==> src/rtl/demux_pkg.sv <==
// Shared constants for the registered 1-to-4 demultiplexer.
package demux_pkg;
  localparam int NUM_OUT = 4;
  localparam int SEL_W   = 2;

  localparam int CH0 = 0;
  localparam int CH1 = 1;
  localparam int CH2 = 2;
  localparam int CH3 = 3;
endpackage

==> src/rtl/demux_slot.sv <==
// One-entry output slot with wrapping delivery counter; load to valid in 1 cycle.
// Backpressure: slot_ready is high when empty or draining this cycle.
module demux_slot #(
  parameter int WIDTH = 1,
  parameter int CNT_W = 8
) (
  input  logic             clk,
  input  logic             rst,
  input  logic             load,
  input  logic [WIDTH-1:0] load_data,
  input  logic             ready,
  output logic [WIDTH-1:0] data,
  output logic             valid,
  output logic [CNT_W-1:0] cnt,
  output logic             slot_ready
);
  logic deliver;

  assign deliver    = valid && ready;
  assign slot_ready = !valid || ready;

  always_ff @(posedge clk) begin
    if (rst) begin
      data  <= '0;
      valid <= 1'b0;
      cnt   <= '0;
    end else begin
      if (deliver) begin
        cnt <= cnt + CNT_W'(1);
      end
      // A load in the same cycle as a delivery keeps the slot full.
      if (load) begin
        data  <= load_data;
        valid <= 1'b1;
      end else if (deliver) begin
        valid <= 1'b0;
      end
    end
  end
endmodule

==> src/rtl/demux_1to4_reg.sv <==
// Registered 1-to-4 demux: input word lands in slot {sel1,sel0} one cycle after accept.
// Backpressure: in_ready depends only on the targeted slot; other full slots never block.
module demux_1to4_reg
  import demux_pkg::*;
#(
  parameter int WIDTH = 1,
  parameter int CNT_W = 8
) (
  input  logic             clk,
  input  logic             rst,
  input  logic [WIDTH-1:0] in_data,
  input  logic             in_sel0,
  input  logic             in_sel1,
  input  logic             in_valid,
  output logic             in_ready,
  output logic [WIDTH-1:0] out_data0,
  output logic [WIDTH-1:0] out_data1,
  output logic [WIDTH-1:0] out_data2,
  output logic [WIDTH-1:0] out_data3,
  output logic [3:0]       out_valid,
  input  logic [3:0]       out_ready,
  output logic [CNT_W-1:0] cnt0,
  output logic [CNT_W-1:0] cnt1,
  output logic [CNT_W-1:0] cnt2,
  output logic [CNT_W-1:0] cnt3
);
  logic [SEL_W-1:0]   tgt;
  logic [NUM_OUT-1:0] slot_rdy;
  logic [NUM_OUT-1:0] load;
  logic [WIDTH-1:0]   slot_dat [NUM_OUT];
  logic [CNT_W-1:0]   slot_cnt [NUM_OUT];

  assign tgt      = {in_sel1, in_sel0};
  assign in_ready = !rst && slot_rdy[tgt];

  for (genvar i = 0; i < NUM_OUT; i++) begin : g_slot
    assign load[i] = in_valid && in_ready && (tgt == SEL_W'(i));

    demux_slot #(
      .WIDTH (WIDTH),
      .CNT_W (CNT_W)
    ) u_slot (
      .clk        (clk),
      .rst        (rst),
      .load       (load[i]),
      .load_data  (in_data),
      .ready      (out_ready[i]),
      .data       (slot_dat[i]),
      .valid      (out_valid[i]),
      .cnt        (slot_cnt[i]),
      .slot_ready (slot_rdy[i])
    );
  end

  assign out_data0 = slot_dat[CH0];
  assign out_data1 = slot_dat[CH1];
  assign out_data2 = slot_dat[CH2];
  assign out_data3 = slot_dat[CH3];
  assign cnt0      = slot_cnt[CH0];
  assign cnt1      = slot_cnt[CH1];
  assign cnt2      = slot_cnt[CH2];
  assign cnt3      = slot_cnt[CH3];
endmodule

==> config.mk <==
export PLATFORM = sky130hd
export DESIGN_NAME = demux_1to4_reg
export DESIGN_NICKNAME = d
export VERILOG_FILES = /design/src/rtl/demux_pkg.sv /design/src/rtl/demux_slot.sv /design/src/rtl/demux_1to4_reg.sv
export SDC_FILE = /design/constraint.sdc
export NUM_CORES = 1
export LEC_CHECK = 0
export ABC_AREA = 1
export BUFFER_PORTS_ARGS = -buffer_cell sky130_fd_sc_hd__buf_4
export CELL_PAD_IN_SITES_DETAIL_PLACEMENT = 1
export CELL_PAD_IN_SITES_GLOBAL_PLACEMENT = 1
export CORE_MARGIN = 5
export CORE_UTILIZATION = 38
export CTS_BUF_LIST = sky130_fd_sc_hd__clkbuf_8
export DETAILED_ROUTE_END_ITERATION = 7
export PLACE_DENSITY = 0.84
export SLEW_MARGIN = 20
export SYNTH_ARGS = -nofsm -noshare
export SYNTH_HDL_FRONTEND = slang
export SYNTH_SLANG_ARGS = --single-unit
export TNS_END_PERCENT = 100
==> constraint.sdc <==
create_clock -name clk -period 3.3 [get_ports clk]
set_clock_uncertainty 0.15 [all_clocks]
set_input_delay 0.33 -clock clk [delete_from_list [all_inputs] [get_ports clk]]
set_output_delay 0.33 -clock clk [all_outputs]
set_load 0.01 [all_outputs]
# Yosys cells after proc, flatten, opt, wreduce, memory -nomap -nowiden
# Cells that the tools add are included.
# Widths: inputs -> output; s select.
# op_classes
reduce_logical	24
magnitude_cmp	1
mux	10
add_sub_neg	4
eq_ne	3
# ops
cell	count
$add 8x1->8 const B	4
$logic_and 1x1->1	10
$mux 1	9
$reduce_bool 2->1	4
$logic_not 1->1	5
$eq 2x2->1 const B	2
$logic_or 1x1->1	4
$lt 2x3->1 const B	1
$bmux 1 s2	1
$eq 2x1->1 const B	1
$logic_not 2->1	1
# word_totals
regBits	40
wordCells	54
output_inout_bits	41

# Depth between registers and ports, before layout
# logic_depth
word_depth	8
mapped_depth	9
ltp_nobuf	9

# By module
# Synthesis repeated with hierarchy kept, for this count alone.
# hier_totals
hier_cells	278
hier_area_um2	1981.9
# modules_own_cells
module	area_per_inst_um2	cells_each	seq_area_each_um2	instances
demux_slot	473.0	64	200.2	4
demux_1to4_reg	90.1	22	0.0	1

# Worst setup path before layout
# No wires, ideal clock.
# synth_path
kind	register to register
from	register g_slot[0].u_slot.cnt[0]
to	register g_slot[0].u_slot.cnt[6]
path_stages_with_launch	7
synth_period_minus_slack_ps	1363
setup_ps	128
t_arrival_ps	1086
path_slack_ps	1937
path_cell_list	dfxtp_1 ha_1 inv_1 nor3_2 nand3_1 xor2_1 nor2_1
# synth_between
elab_chain_cells	1
# synth_lines
item	line_no	text
start: declaration	demux_slot.sv:14	output logic [CNT_W-1:0] cnt,
start signal: assignment	demux_slot.sv:29	cnt <= cnt + CNT_W'(1);
$add 8x1->8	demux_slot.sv:29	
# No other way between the ends.
# A chain may end at the register's enable or synchronous reset.

# Worst setup path in the final report
# layout_path
from	input rst
to	output in_ready
# layout_between
elab_chain_cells	2
# layout_lines
item	line_no	text
start: declaration	demux_1to4_reg.sv:10	input logic rst,
$logic_not 1->1	demux_1to4_reg.sv:34	assign in_ready = !rst && slot_rdy[tgt];
$logic_and 1x1->1	demux_1to4_reg.sv:34	
end: declaration	demux_1to4_reg.sv:15	output logic in_ready,
# No other way between the ends.

==> impl_summary.log <==
[metrics] run status: finished clean
[metrics] clock root cell: sky130_fd_sc_hd__clkbuf_8
[metrics] starting density of the core: around two fifths
[metrics] number of sinks on the clock net: 40
[metrics] final cell count without fillers: 416
[metrics] number of nets in the layout: 359
[metrics] Port-buffer cells: 50
[metrics] width of the chip: 82.2 um
[metrics] Switching Power: 0.000213 W
[metrics] biggest area contributors in the synthesized netlist: sky130_fd_sc_hd__dfxtp_1, sky130_fd_sc_hd__nand2_1, sky130_fd_sc_hd__inv_1, sky130_fd_sc_hd__nor2_1, sky130_fd_sc_hd__a21oi_1
[metrics] leakage dissipation: 1.16 nW
[metrics] clock insertion delay at the later pin of the skew report: 0.29 ns
[metrics] combinational group share of total power: 6.5%
[metrics] H-tree Lvls: 2
[metrics] Synthesized Nets: between 300 and 400
[metrics] areal power density over the cells: 358 nW/um^2
[metrics] maximum vdd drop: 0.184 mV
[metrics] Antenna Nets Post-Route: 0
[metrics] Total Neg Setup Slack: 0 ns
[metrics] Worst setup SP type: input port
[metrics] Net Sw Frac: between 20% and 30%
[metrics] clock share of power: 38.2%
[metrics] sequential share of power: between 50 and 60%
[metrics] full die area: 6760 um^2
[metrics] clock tree from TritonCTS: done
[metrics] Placed Instances: 408
[metrics] height of the die: 82.2 um
[metrics] Detailed Route Iter0 Violations: 52
[metrics] # DRC: 0
[metrics] total of warnings raised by yosys: 0
[metrics] share of final-layout standard cells stronger than drive strength 1: roughly 22%
[metrics] count of final setup violators: 0
[metrics] maximum number of pins on one net before global-route repair: 27
[metrics] Setup Fix Bufs, Post-CTS: 0
[metrics] wire length of the first global-routing pass: 8.75 mm
[metrics] total number of vias: 1954
[metrics] average cell area after synthesis: 6.67 um^2
[metrics] number of search-and-repair iterations in the first detailed-routing pass: 4
[metrics] Seq/Total Area, Yosys: 40.4%
[metrics] Worst Hold Path Cells: 4
[metrics] cell type with the highest aggregate area in the netlist: sky130_fd_sc_hd__dfxtp_1
[metrics] synthesized flop and latch total: 40
[metrics] standard cell core area: between 5000 and 6000 um^2
[metrics] Clk pin slew, worst setup/hold paths: roughly 0.08 ns
[metrics] maximum clock frequency: about 0.54 GHz
[metrics] count of mapped cells out of synthesis: around 300
[metrics] post-route minimum period: 1.85 ns
[metrics] number of global-route vias before repair: just over 2000
[metrics] required time at the endpoint of the critical path: 2.82 ns
[metrics] number of endpoints with negative hold slack in the final report: 0
[metrics] remaining global-route overflow: 0
[metrics] Critical Path Sink Type: output port
[metrics] number of antenna violations at the first check in global routing: 0
[metrics] final routed wirelength across all metal layers: 5.17 mm
[metrics] diodes inserted: 0
[metrics] mean routed wirelength per cell: roughly 12 um
[metrics] Hold/Removal Path Class: in2reg
[metrics] share of the synthesized area in the top cell type: 40.4%
[metrics] headroom to the max-slew limit: 70.5%
[metrics] crit path max fanout: 26
[metrics] Final Wtd Congestion: roughly 0.76
[metrics] detail-routed via count per cell: 4.70
[metrics] portion of the clock cycle consumed by the worst path in the final layout: 56.2%
[metrics] HPWL after DPL: 4.03 mm
[metrics] Max Cap Viol: 0
[metrics] worst endpoint data arrival time: 1.37 ns
[metrics] count of final max-slew check failures: 0
[metrics] number of gates resized after cts: 0
[metrics] Setup Crit Path Kind: in2out
[metrics] cts bufs inserted: 5
[metrics] Cell Rows: 26
[metrics] area added between synthesis and finish: 25.3%
[metrics] total power after layout: 0.000889 W
[metrics] total global-route track usage: 16.5%
[metrics] number of top-level pins: between 50 and 60
[metrics] buffers from clock root to sink, at most: 2
[metrics] Register-to-Register Path Depth: 9
[metrics] post-synthesis cell area: 1980 um^2
[metrics] count of cell types in the netlist: 23
[metrics] Least-Margin Pin Slew: 0.442 ns
[metrics] number of buffers inserted by hold repair at cts: 0
[metrics] RSZ-0062 raised after global routing: false
[metrics] internal power component: 0.000677 W
[final cells by class]
type | count | area, um^2
Inverter | 53 | 199
Sequential cell | 40 | 801
Fill cell | 706 | 2590
Clock buffer | 6 | 82.6
Timing Repair Buffer | 50 | 375
Clock inverter | 2 | 10.0
Tap cell | 70 | 87.6
Multi-Input combinational cell | 195 | 927
[cells in the mapped netlist (all sizes together)]
| cell type | count |
|---|---|
| nor2 | 53 |
| dfxtp | 40 |
| nor3b | 1 |
| buf | 7 |
| a21oi | 15 |
| o21ai | 15 |
| nand2 | 72 |
| nand3b | 3 |
| nand3 | 9 |
| clkbuf | 2 |
| inv | 53 |
| nor3 | 11 |
| and3 | 1 |
| nand4 | 10 |
| xor2 | 1 |
| ha | 4 |
[worst max-delay path: stages]
cell and delay (ns):
sky130_fd_sc_hd__buf_4 0.18, sky130_fd_sc_hd__inv_2 0.36, sky130_fd_sc_hd__nand3_1 0.15, sky130_fd_sc_hd__nor2_2 0.20, sky130_fd_sc_hd__buf_4 0.16
[path summary, 6_finish.rpt]
check	from	to	slack, ns
max	rst	in_ready	1.45
min	out_ready[0]	g_slot[0].u_slot.valid	0.17
max reg2reg	g_slot[2].u_slot.valid	g_slot[2].u_slot.cnt[5]	1.82
min reg2reg	g_slot[1].u_slot.cnt[7]	g_slot[1].u_slot.cnt[7]	0.36
[power by group through the flow]
stage	Combinational (W)	Clock (W)	Sequential [W]
after CTS	0.0000590	0.000354	0.000491
after global placement	0.0000566	0	0.000502
after global routing	0.0000653	0.000374	0.000492
final	0.0000581	0.000340	0.000491
after detailed placement	0.0000587	0	0.000503
after floorplan	0.0000330	0	0.000503
[cells by family (layout without fill, tap and decap cells)]
| family | count (synthesis) | after routing | synth area share (%) |
|---|---|---|---|
| AND/OR/NAND/NOR | 160 | 160 | 36.2 |
| buffers and inverters | 62 | 111 | 12.8 |
| flip-flops | 40 | 40 | 40.4 |
| AO/OA/AOI/OAI | 30 | 30 | 7.58 |
| adder cells (fa/ha/maj) | 4 | 4 | 2.53 |
| XOR/XNOR | 1 | 1 | 0.442 |
[sequential cells by signal, indices dropped and copies added (netlist names)]
signal and flops:
g_slot.u_slot.data 4, g_slot.u_slot.valid 4, g_slot.u_slot.cnt 32
[cell usage in the layout, fill, tap and decap left out, drive strengths merged]
cell type,n
nand4,10
a21oi,15
and3,1
ha,4
nand3,9
nor3,11
dfxtp,40
xor2,1
nand3b,3
inv,53
buf,50
clkbuf,6
nor2,53
nand2,72
o21ai,15
clkinv,2
nor3b,1
[metal layers]
| metal | wire (um) | track usage (%) |
|---|---|---|
| met5 | 0 | 0 |
| met3 | 211 | 3.47 |
| met2 | 2490 | 29.5 |
| met1 | 2380 | 19.6 |
| met4 | 84 | 5.15 |
[metrics by stage]
step	hold WS [ns]	setup slack, ns	util [%]	instance area, um^2
floorplan	0.331	1.94	-	1980
global placement	0.337	1.46	47.1	2390
detailed placement	0.351	1.44	47.1	2390
CTS	0.159	1.44	48.9	2480
global route	0.187	1.36	48.9	2480
finish	0.166	1.45	48.9	2480
No activity file was read; power rests on OpenSTA's default activity.
